===== config.mk =====
export PLATFORM = sky130hd
export DESIGN_NAME = lottery_draw
export DESIGN_NICKNAME = d
export VERILOG_FILES = /design/src/rtl/lottery_pkg.sv /design/src/rtl/lottery_draw_lfsr16.sv /design/src/rtl/lottery_draw.sv
export SDC_FILE = /design/constraint.sdc
export NUM_CORES = 1
export LEC_CHECK = 0
export CORE_ASPECT_RATIO = 0.8
export CORE_UTILIZATION = 41
export CTS_CLUSTER_SIZE = 14
export DETAILED_ROUTE_END_ITERATION = 8
export GPL_ROUTABILITY_DRIVEN = 0
export HOLD_SLACK_MARGIN = 0.06
export SLEW_MARGIN = 25
export SYNTH_ARGS = -nofsm -noshare
export SYNTH_HDL_FRONTEND = slang
export SYNTH_SLANG_ARGS = --single-unit

===== constraint.sdc =====
create_clock -name CLK -period 2.2 [get_ports CLK]
set_input_delay 0.33 -clock CLK [delete_from_list [all_inputs] [get_ports CLK]]
set_output_delay 0.33 -clock CLK [all_outputs]
set_load 0.01 [all_outputs]

===== src/rtl/lottery_pkg.sv =====
// Shared constants for the lottery draw: number width, draw size, LFSR taps/seed, FSM encoding.
package lottery_pkg;

  localparam int NUM_W     = 5;
  localparam int NUM_COUNT = 4;

  localparam logic [15:0] DEFAULT_SEED = 16'hACE1;
  localparam int TAP_A = 0;
  localparam int TAP_B = 2;
  localparam int TAP_C = 3;
  localparam int TAP_D = 5;

  typedef enum logic [1:0] {
    IDLE = 2'd0,
    DRAW = 2'd1,
    FIN  = 2'd2
  } state_t;

  // Fibonacci right-shift step; feedback enters at bit 15.
  function automatic logic [15:0] lfsr_next(input logic [15:0] l);
    return {l[TAP_A] ^ l[TAP_B] ^ l[TAP_C] ^ l[TAP_D], l[15:1]};
  endfunction

endpackage


===== src/rtl/lottery_draw_lfsr16.sv =====
// Free-running 16-bit LFSR; steps on every clock edge regardless of draw state.
module lfsr16 #(
  parameter logic [15:0] SEED = lottery_pkg::DEFAULT_SEED
) (
  input  logic        CLK,
  input  logic        RST,
  output logic [15:0] q
);
  import lottery_pkg::*;

  always_ff @(posedge CLK or posedge RST) begin
    if (RST) q <= SEED;
    else     q <= lfsr_next(q);
  end

endmodule


===== src/rtl/lottery_draw.sv =====
// Draws four distinct non-zero winning numbers from an LFSR on START, then raises SYSRDY.
// Handshake: START is a level sampled only in IDLE; DONE pulses for the single FIN cycle; SYSRDY holds until the next accepted START.
module lottery_draw #(
  parameter int          NUM_W   = lottery_pkg::NUM_W,
  parameter int          MAX_NUM = 31,
  parameter logic [15:0] SEED    = lottery_pkg::DEFAULT_SEED
) (
  input  logic             CLK,
  input  logic             RST,
  input  logic             START,
  output logic [NUM_W-1:0] W1,
  output logic [NUM_W-1:0] W2,
  output logic [NUM_W-1:0] W3,
  output logic [NUM_W-1:0] W4,
  output logic             BUSY,
  output logic             DONE,
  output logic             SYSRDY,
  output logic [1:0]       dbg_state
);
  import lottery_pkg::*;

  state_t state, state_nxt;
  logic [15:0] lfsr_q;
  logic [NUM_COUNT-1:0][NUM_W-1:0] w_q;
  logic [1:0] idx;
  logic [NUM_W-1:0] cand;
  logic is_dup, accept, last_slot, rdy_q;
  logic unused_lfsr_hi;

  lfsr16 #(.SEED(SEED)) u_lfsr (
    .CLK (CLK),
    .RST (RST),
    .q   (lfsr_q)
  );

  assign cand           = lfsr_q[NUM_W-1:0];
  assign unused_lfsr_hi = ^lfsr_q[15:NUM_W];
  assign last_slot      = (idx == 2'(NUM_COUNT - 1));

  // Only slots already filled in this draw take part in the duplicate check.
  always_comb begin
    is_dup = 1'b0;
    for (int i = 0; i < NUM_COUNT; i++) begin
      if ((i < int'(idx)) && (w_q[i] == cand)) is_dup = 1'b1;
    end
  end

  assign accept = (state == DRAW) && (cand != '0) && (int'(cand) <= MAX_NUM) && !is_dup;

  always_ff @(posedge CLK or posedge RST) begin
    if (RST) state <= IDLE;
    else     state <= state_nxt;
  end

  always_comb begin
    state_nxt = state;
    BUSY      = 1'b0;
    DONE      = 1'b0;
    case (state)
      IDLE: if (START) state_nxt = DRAW;
      DRAW: begin
        BUSY = 1'b1;
        if (accept && last_slot) state_nxt = FIN;
      end
      FIN: begin
        DONE      = 1'b1;
        state_nxt = IDLE;
      end
      default: state_nxt = IDLE;
    endcase
  end

  // SYSRDY rises on the same edge that stores the fourth number, so it is high alongside DONE.
  always_ff @(posedge CLK or posedge RST) begin
    if (RST) begin
      w_q   <= '0;
      idx   <= '0;
      rdy_q <= 1'b0;
    end else begin
      case (state)
        IDLE: if (START) begin
          w_q   <= '0;
          idx   <= '0;
          rdy_q <= 1'b0;
        end
        DRAW: if (accept) begin
          w_q[idx] <= cand;
          idx      <= idx + 2'd1;
          if (last_slot) rdy_q <= 1'b1;
        end
        default: ;
      endcase
    end
  end

  assign W1        = w_q[0];
  assign W2        = w_q[1];
  assign W3        = w_q[2];
  assign W4        = w_q[3];
  assign SYSRDY    = rdy_q;
  assign dbg_state = state;

endmodule


==> results.md <==
* Outcome: finished clean
* DRT Pass-1 Iters at 4
* Clk root buf: clkbuf_8
* Overall power at between 1 and 1.5 mW
* Period minus WS final at ~2000 ps
* Max Cap Viol at 0
* Global Route Usage Sum at 18.3%
* DR vias at between 1000 and 1500
* Fin Setup TNS at 0 ps
* Dominant synthesized flop cell: dfrtp_1
* Layout Cells excl Fill at 242
* Post-Synthesis Net Count at about 160
* CP max stage cell: dfrtp_1
* Vias in the first global route at between 1000 and 1500
* Util after Layout at 54.1%
* Top cells by area, synth: dfrtp_1, dfstp_2, mux2i_1
* RSZ-0062 raised after global routing: false
* Max-slew violation count at 0
* Final setup margin at between 200 and 250 ps
* R2R depth at 7
* # nets final at ~190
* CTS hold repair buffers at 0
* Worst min path class: reg2reg
* Max Buffers Root-to-Sink at 2
* Async set or reset register ratio after synthesis at 100%
* Fmax at ~500 MHz
* Final setup viols at 0
* Post-CTS sizing at 0
* Initial Utilization at about 43%
* Mean area per synthesized cell at around 12 sq um
* Worst Hold Slack at between 300 and 400 ps
* Worst path arrival time at 2210 ps
* Pin count of the biggest net entering global routing at 42
* GRT met1 Usage at between 20% and 30%
* DRT Wirelength at around 3.8 mm
* Total grt overflow at 0
* Final instance area at around 0.0023 sq mm
* Family with the most delay on the worst path: simple AND/OR/NAND/NOR gates
* Placeable Area at about 0.0042 sq mm
* Static leakage at around 1.1 nW
* CTS tree: yes
* Total clock buffers created by CTS at 5
* Worst slack at placement at 182 ps
* Slew @ Worst Pin at 509 ps
* DP HPWL at about 2.7 mm
* DRC Markers at 0
* Leading area contributor after synthesis: dfrtp_1
* Initial antenna violation count at 0
* CP Launch Type: register
* Post-synthesis sequential area ratio at between 50% and 60%
* Unique cell type count in the Yosys netlist at 29
* Worst-Skew Late Latency at 290 ps
* Fin crit share at 90.7%
* Worst Clk Skew at around 4.3 ps
* Diode count at 0
* CP cell instances: xor2_1 > nor4_1 > nand3_1 > buf_4 > nand3_2 > inv_1 > nor3_1
* DRT iter0 DRCs at 70
* Total buffers and inverters traversed by the critical path at 2
* Via density at between 4 and 5
* Pwr/cell area at around 650 mW/mm^2
* GR Util met3 at about 4.7%
* Mapped Cells at 150
* Critical path data required time at 2410 ps
* Layout cell share with drive strength beyond 1 at ~17%
* EDFF count, synth at 0
* Max_slew headroom at 66.1%
* CP max FO at 6
* Site Rows at 21
* Ys Warns at 0
* Met2 usage at between 30% and 40%
* Worst path depth at 7
* Die Width at roughly 76 microns
* Port buffer count at 27
* Dpl cells at 234
* Die ar. at around 0.0047 sq mm
* Die span in y at 61.5 microns
* Placed Area at approximately 0.0022 sq mm
* First-pass GRT wire length at between 6 and 7 mm
* # clock sinks at 41
* Number of synthesized register bits at 41
* Antenna Nets Post-Route at 0
* Wire length per cell at roughly 16 microns
* Final hold violations at 0
* Crit end category: register
* Post-CTS setup buffer count at 0
* Critical Setup Path Class: reg2reg
* Mapped Area at between 0.0015 and 0.002 sq mm
* Clock transition at path regs at approximately 80 ps
* I/O pins at 28
* Worst VDD drop at approximately 0.00040 V
* Worst Hold Depth at 0
* H-tree Lvls at 2
* Crit-path max cell delay at 490 ps
* Yosys top cell area share at a little under half
* Area Growth Syn to Fin at 25.4%
* Most Used Layer, Global Route: met2
-- final timing paths --
kind                               from           end  slack [ps]
max                         u_lfsr.q[1]  dbg_state[0]         200
min                        u_lfsr.q[12]  u_lfsr.q[11]         360
max reg2reg                 u_lfsr.q[1]  dbg_state[0]         200
min reg2reg                u_lfsr.q[12]  u_lfsr.q[11]         360
max in group asynchronous           RST   u_lfsr.q[5]        1370
min in group asynchronous           RST  u_lfsr.q[14]         460
-- kinds of logic (layout without fill, tap and decap cells) --
logic type	count (synthesis)	in the layout	synth area share [%]
AOI/OAI and AO/OA	6	6	2.55
buffers and inverters	15	50	4.00
DFF	41	41	57.1
and+or+nand+nor	45	45	13.3
xor gates and xnor gates	18	18	8.70
adders and majority gates	4	4	2.76
muxes	21	21	11.6
-- synthesized netlist by cell type (all sizes together) (2+ instances only) --
master	number
buf	3
clkbuf	3
dfrtp	33
dfstp	8
ha	4
inv	9
mux2i	21
nand2	25
nand3	3
nand4	4
nor2	3
nor2b	2
nor4	3
o21ai	2
xnor2	4
xor2	14
-- area by class of cell --
cell class / count / area, sq um
multi-input combinational: 94 / 704
inverter: 9 / 33.8
timing repair buffer: 33 / 315
clock inverter: 3 / 43.8
clock buffer: 5 / 68.8
sequential: 41 / 1040
fill: 387 / 1930
tap: 57 / 71.3
-- placed cells by master (no fill, tap or decap), drive strengths merged, types with 5 or more instances in the layout --
cell type	count
nand2	25
xor2	14
inv	10
dfstp	8
clkdlybuf4s50	27
clkbuf	5
mux2i	21
buf	6
dfrtp	33
-- metal layers --
layer  part of all wire, %  up-vias
met5                     0        -
met4                   1.1        0
met3                   4.4        5
met2                    47       31
met1                    47      588
li1                      -      565
-- state kept, by name (all words and copies together) (netlist names) --
name       count
dbg_state      2
W2             5
idx            2
SYSRDY         1
u_lfsr.q      16
W4             5
W3             5
W1             5
-- worst reg2reg max path, stage by stage (launching register included) --
cell	delay (ps)
dfrtp_1	490
xor2_1	200
nor4_1	400
nand3_1	190
buf_4	200
nand3_2	180
inv_1	80
nor3_1	160
-- power by group --
part	switching, mW	total, mW	leakage [nW]	internal (mW)
combinational	0.0436	0.0901	0.606	0.0464
sequential	0.0185	0.789	0.471	0.770
clock	0.260	0.600	0.0585	0.340
No activity file was read; power rests on OpenSTA's default activity.
